===== src/rtl/param_decoder_pipe_if.sv =====
// Request/result bundle for param_decoder_pipe: select-side valid/ready
// handshake and the one-hot result handshake toward the consumer.
interface param_decoder_pipe_if #(
  parameter int SEL_W   = 3,
  parameter int NUM_OUT = 8
);
  logic               in_valid;
  logic               in_ready;
  logic [SEL_W-1:0]   in_sel;
  logic               in_en;
  logic               out_valid;
  logic               out_ready;
  logic [NUM_OUT-1:0] out_y;
  logic               out_err;

  modport master (
    output in_valid, in_sel, in_en, out_ready,
    input  in_ready, out_valid, out_y, out_err
  );

  modport slave (
    input  in_valid, in_sel, in_en, out_ready,
    output in_ready, out_valid, out_y, out_err
  );
endinterface


===== src/rtl/param_decoder_pipe.sv =====
// Registered SEL_W-to-NUM_OUT one-hot decoder with enable, out-of-range flag
// and valid/ready on both sides. Define DEC_SKID_EN for a registered in_ready.
module param_decoder_pipe #(
  parameter int SEL_W   = 3,
  parameter int NUM_OUT = 8
) (
  input  logic                clk,
  input  logic                rst_n,
  param_decoder_pipe_if.slave bus
);

  typedef enum logic [1:0] {
    EMPTY = 2'd0,
    FULL  = 2'd1,
    SKID  = 2'd2
  } st_e;

  st_e                st_q, st_d;
  logic [NUM_OUT-1:0] y_p1_q, y_p1_d;
  logic               err_p1_q, err_p1_d;
  logic [NUM_OUT-1:0] dec_y;
  logic               dec_err;
  logic               vld_p1;
  logic               in_rdy;
  logic               in_fire;
  logic               out_fire;

  function automatic logic [NUM_OUT-1:0] decode_y(input logic en,
                                                 input logic [SEL_W-1:0] sel);
    logic [31:0] sel_ext;
    sel_ext  = 32'(sel);
    decode_y = '0;
    for (int i = 0; i < NUM_OUT; i++) begin
      decode_y[i] = en && (sel_ext == 32'(i));
    end
  endfunction

  // Select is compared at full width, so any value past NUM_OUT-1 is an error.
  function automatic logic decode_err(input logic en,
                                      input logic [SEL_W-1:0] sel);
    decode_err = en && (32'(sel) >= 32'(NUM_OUT));
  endfunction

  always_comb begin
    dec_y   = decode_y(bus.in_en, bus.in_sel);
    dec_err = decode_err(bus.in_en, bus.in_sel);
  end

  assign vld_p1   = (st_q != EMPTY);
  assign in_fire  = bus.in_valid && in_rdy;
  assign out_fire = vld_p1 && bus.out_ready;

`ifdef DEC_SKID_EN
  logic [NUM_OUT-1:0] y_p0_q, y_p0_d;
  logic               err_p0_q, err_p0_d;
  logic               rdy_q, rdy_d;

  assign in_rdy = rdy_q;

  always_comb begin
    st_d     = st_q;
    y_p1_d   = y_p1_q;
    err_p1_d = err_p1_q;
    y_p0_d   = y_p0_q;
    err_p0_d = err_p0_q;
    case (st_q)
      EMPTY: begin
        if (in_fire) begin
          st_d     = FULL;
          y_p1_d   = dec_y;
          err_p1_d = dec_err;
        end
      end
      FULL: begin
        if (out_fire && in_fire) begin
          y_p1_d   = dec_y;
          err_p1_d = dec_err;
        end else if (out_fire) begin
          st_d = EMPTY;
        end else if (in_fire) begin
          // Consumer stalled: park the new result behind the output stage.
          st_d     = SKID;
          y_p0_d   = dec_y;
          err_p0_d = dec_err;
        end
      end
      SKID: begin
        if (out_fire) begin
          st_d     = FULL;
          y_p1_d   = y_p0_q;
          err_p1_d = err_p0_q;
        end
      end
      default: st_d = EMPTY;
    endcase
    rdy_d = (st_d != SKID);
  end

  always_ff @(posedge clk or negedge rst_n) begin
    if (!rst_n) begin
      st_q     <= EMPTY;
      y_p1_q   <= '0;
      err_p1_q <= 1'b0;
      rdy_q    <= 1'b1;
    end else begin
      st_q     <= st_d;
      y_p1_q   <= y_p1_d;
      err_p1_q <= err_p1_d;
      rdy_q    <= rdy_d;
    end
  end

  // Skid payload is only meaningful in SKID, so it needs no reset.
  always_ff @(posedge clk) begin
    y_p0_q   <= y_p0_d;
    err_p0_q <= err_p0_d;
  end
`else
  assign in_rdy = !vld_p1 || bus.out_ready;

  always_comb begin
    st_d     = st_q;
    y_p1_d   = y_p1_q;
    err_p1_d = err_p1_q;
    case (st_q)
      EMPTY: begin
        if (in_fire) begin
          st_d     = FULL;
          y_p1_d   = dec_y;
          err_p1_d = dec_err;
        end
      end
      FULL: begin
        if (out_fire) begin
          if (in_fire) begin
            y_p1_d   = dec_y;
            err_p1_d = dec_err;
          end else begin
            st_d = EMPTY;
          end
        end
      end
      default: st_d = EMPTY;
    endcase
  end

  always_ff @(posedge clk or negedge rst_n) begin
    if (!rst_n) begin
      st_q     <= EMPTY;
      y_p1_q   <= '0;
      err_p1_q <= 1'b0;
    end else begin
      st_q     <= st_d;
      y_p1_q   <= y_p1_d;
      err_p1_q <= err_p1_d;
    end
  end
`endif

  // Output stage boundary: every result-side port comes straight from flops.
  assign bus.in_ready  = in_rdy;
  assign bus.out_valid = vld_p1;
  assign bus.out_y     = y_p1_q;
  assign bus.out_err   = err_p1_q;

endmodule


===== src/flat_wrapper.sv =====
// flat-port wrapper written by rule: the top's interface ports become plain ports
module param_decoder_pipe_flat 
#(
  parameter int SEL_W   = 3,
  parameter int NUM_OUT = 8
)
  (clk, rst_n, bus_in_valid, bus_in_sel, bus_in_en, bus_out_ready, bus_in_ready, bus_out_valid, bus_out_y, bus_out_err);
  param_decoder_pipe_if #(.SEL_W(SEL_W), .NUM_OUT(NUM_OUT)) bus_i ();
  input  logic clk;
  input  logic rst_n;
  input wire logic [$bits(bus_i.in_valid)-1:0] bus_in_valid;
  input wire logic [$bits(bus_i.in_sel)-1:0] bus_in_sel;
  input wire logic [$bits(bus_i.in_en)-1:0] bus_in_en;
  input wire logic [$bits(bus_i.out_ready)-1:0] bus_out_ready;
  output wire logic [$bits(bus_i.in_ready)-1:0] bus_in_ready;
  output wire logic [$bits(bus_i.out_valid)-1:0] bus_out_valid;
  output wire logic [$bits(bus_i.out_y)-1:0] bus_out_y;
  output wire logic [$bits(bus_i.out_err)-1:0] bus_out_err;
  assign bus_i.in_valid = bus_in_valid;
  assign bus_i.in_sel = bus_in_sel;
  assign bus_i.in_en = bus_in_en;
  assign bus_i.out_ready = bus_out_ready;
  assign bus_in_ready = bus_i.in_ready;
  assign bus_out_valid = bus_i.out_valid;
  assign bus_out_y = bus_i.out_y;
  assign bus_out_err = bus_i.out_err;
  param_decoder_pipe #(.SEL_W(SEL_W), .NUM_OUT(NUM_OUT)) u_core (.clk(clk), .rst_n(rst_n), .bus(bus_i));
endmodule

===== config.mk =====
export PLATFORM = sky130hd
export DESIGN_NAME = param_decoder_pipe_flat
export DESIGN_NICKNAME = d
export VERILOG_FILES = /design/src/rtl/param_decoder_pipe_if.sv /design/src/rtl/param_decoder_pipe.sv /design/src/flat_wrapper.sv
export SDC_FILE = /design/constraint.sdc
export NUM_CORES = 1
export LEC_CHECK = 0
export ABC_AREA = 1
export BUFFER_PORTS_ARGS = -buffer_cell sky130_fd_sc_hd__buf_2
export CAP_MARGIN = 20
export CORE_AREA = 2 2 39 41
export DETAILED_ROUTE_END_ITERATION = 10
export DIE_AREA = 0 0 41 43
export PLACE_DENSITY = 0.64
export SETUP_SLACK_MARGIN = 0.05
export SYNTH_ARGS = -nofsm -noshare
export SYNTH_HDL_FRONTEND = slang
export SYNTH_SLANG_ARGS = --single-unit

===== constraint.sdc =====
create_clock -name clk -period 2.1 [get_ports clk]
set_clock_uncertainty 0.1 [all_clocks]
set_input_delay 0.21 -clock clk [delete_from_list [all_inputs] [get_ports clk]]
set_output_delay 0.21 -clock clk [all_outputs]
set_load 0.01 [all_outputs]

==> impl_metrics.toml <==
[outcome]
status = "complete, no violations"

[clock_tree]
root_buffer = "clkbuf_4"
htree_levels = 1
cts_buffers = 3
numClockSinks = 9
clock_path_buffers = 2
hold_buffers = 1
clk_pin_slew_worst_paths_ns = 0.06
post_cts_buffers = 0
cts_resized = 0
insertion_delay_ns = 0.25
cts_tree = "built"

[timing]
whs_ns = 0.110
finalSetupViolations = 0
hold_viol = 0
tns_ns = 0
finalCritPeriodShare_pct = 59.3
fin_crit_ns = 1.25
drv_slew = 0
rsz0062_at_grt = "false"
clock.fmax_mhz = 803

[routing]
via_per_inst = 4.42
drc = 0
drt-wirelength-per-cell_um = 9.48
num_vias = 420
drt-initial-drc-count = 4
wl_um = 901
ant_nets = 0
drtPass1Iterations = 4

[floorplanning]
std_cell_rows = 14
core-area_um2 = 1380
ios = 19
fp.dieArea_um2 = 1760
dieWidth_um = 41
die_y_um = 43
start_util_pct = 30.9

[global_routing]
grt_pass1_vias = 378
track_usage_pct = 13.6
grt_pass1_wl_um = 1490
antenna_found_initial = 0
grt.overflow.total = 0
grt_max_degree = 10

[logic_synthesis]
synth.area.mux_share_pct = 0
synth-seq-cells = 9
netlist.area_leader.share_pct = 52.6
synth-simple-area-share_pct = 36.5
synth_cell_type_count = 9
synth_warnings = 0
synthTopCellsByArea = "dfrtp_1, nand2_1, nor2_1"
syn_nets = 66
synth_top_flop_cell = "dfrtp_1"
synth_area_um2 = 428
postSynthCellCount = 58
synth_top_area_cell = "dfrtp_1"
synth_common_cells = "nand2_1, dfrtp_1, nor2_1"
synth_edf_count = 0
yosysMostFrequentCell = "nand2_1"
synth_fa_ha_area_share_pct = 0
synth_compound_area_share_pct = 3.80
syn-mean-instance-area_um2 = 7.38
async_flop_share_pct = 100
yosysSeqAreaShare_pct = 52.6
synth_top_family_by_area = "simple AND/OR/NAND/NOR gates"
synth_xor_area_share_pct = 0

[placed_design]
placement.io_buffers = 17
gp_congestion = 0.801
dp_hpwl_um = 714

[worst_setup_path]
crit_fanout = 3
critical_path_class = "flop to output pin"
cp.required_ns = 1.79
end_kind = "output pin"
cp_data_arrival_time_ns = 0.94
start_kind = "flop"

[power_and_ir_drop]
power.density_nw_per_um2 = 663
p_leak_nw = 0.348
vdd_ir_drop_max_mv = 0.223

[cells_and_area]
multiInputGateArea_um2 = 176
drive_gt1_share_pct = 29.1
n_fill_cell = 149
seq_area_um2 = 225
area_growth_pct = 31.3
antennaDiodeCount = 0
fin_nets = 88

[run]
cap_violations = 0

[min_path]
hold_class = "primary input to flop"
## worst max-delay path: stages (launching register included)
cell and delay (ns):
dfrtp_1 0.41, nand2_1 0.13, buf_2 0.14
## power by group
part	internal (mW)	switching, mW	total (mW)
registers	0.182	0.00524	0.187
logic	0.0209	0.0341	0.0550
clock network	0.0730	0.0574	0.130
## cell type report
class	instances	share of cell area (%)
well taps	16	3.56
repair buffers	18	16.9
inverters	5	3.34
multi-input cells	43	31.4
clock buffers	4	4.68
flip-flops and latches	9	40.1
## kinds of logic (layout without fill, tap and decap cells)
kind of cell / after synthesis / count (layout)
AOI/OAI and AO/OA: 1 / 1
buffers and inverters: 6 / 27
DFF: 9 / 9
other: 1 / 1
and+or+nand+nor: 41 / 41
## cell usage in the layout (no fill, tap or decap)
master         instances
nand2_1               32
buf_2                 17
dfrtp_1                9
nor2_1                 8
inv_1                  4
clkbuf_4               3
inv_2                  1
a21oi_4                1
nand2_2                1
conb_1                 1
clkbuf_1               1
dlygate4sd3_1          1
## flip-flops by register name, indices dropped and copies added (netlist names)
name and count:
u_core.st_q 1, u_core.bus.out_y 8
## stage by stage
| stage | power, mW | worst slack (ns) | cell area [um2] | util [%] | std cells |
|---|---|---|---|---|---|
| floorplan | 0.220 | 1.05 | 428 | - | 58 |
| global placement | 0.244 | 1.11 | 526 | 38.0 | 90 |
| detailed placement | 0.245 | 1.09 | 526 | 38.0 | 90 |
| CTS | 0.381 | 0.839 | 562 | 40.6 | 95 |
| global route | 0.404 | 0.780 | 562 | 40.6 | 95 |
| finish | 0.373 | 0.854 | 562 | 40.6 | 95 |
## routing by layer
layer | track usage (%) | part of all wire, % | vias to the layer above
met2 | 18.4 | 45 | 13
met4 | 13.3 | 2.6 | 0
li1 | - | - | 213
met3 | 4.71 | 4.7 | 4
met5 | 0 | 0 | -
met1 | 15.2 | 47 | 190
## final timing paths
path,from,end,slack [ns],cells after the start
min reg2reg,u_core.bus.out_y[7]$_DFFE_PN0P_,u_core.bus.out_y[7]$_DFFE_PN0P_,0.38,2
max in group asynchronous,rst_n,u_core.st_q[0]$_DFFE_PN0P_,1.48,2
min,bus_in_valid,u_core.st_q[0]$_DFFE_PN0P_,0.11,3
max,u_core.st_q[0]$_DFFE_PN0P_,bus_in_ready,0.85,2
max reg2reg,u_core.st_q[0]$_DFFE_PN0P_,u_core.bus.out_y[2]$_DFFE_PN0P_,1.10,4
min in group asynchronous,rst_n,u_core.bus.out_y[5]$_DFFE_PN0P_,0.25,2
(Power assumes the default switching activity.)
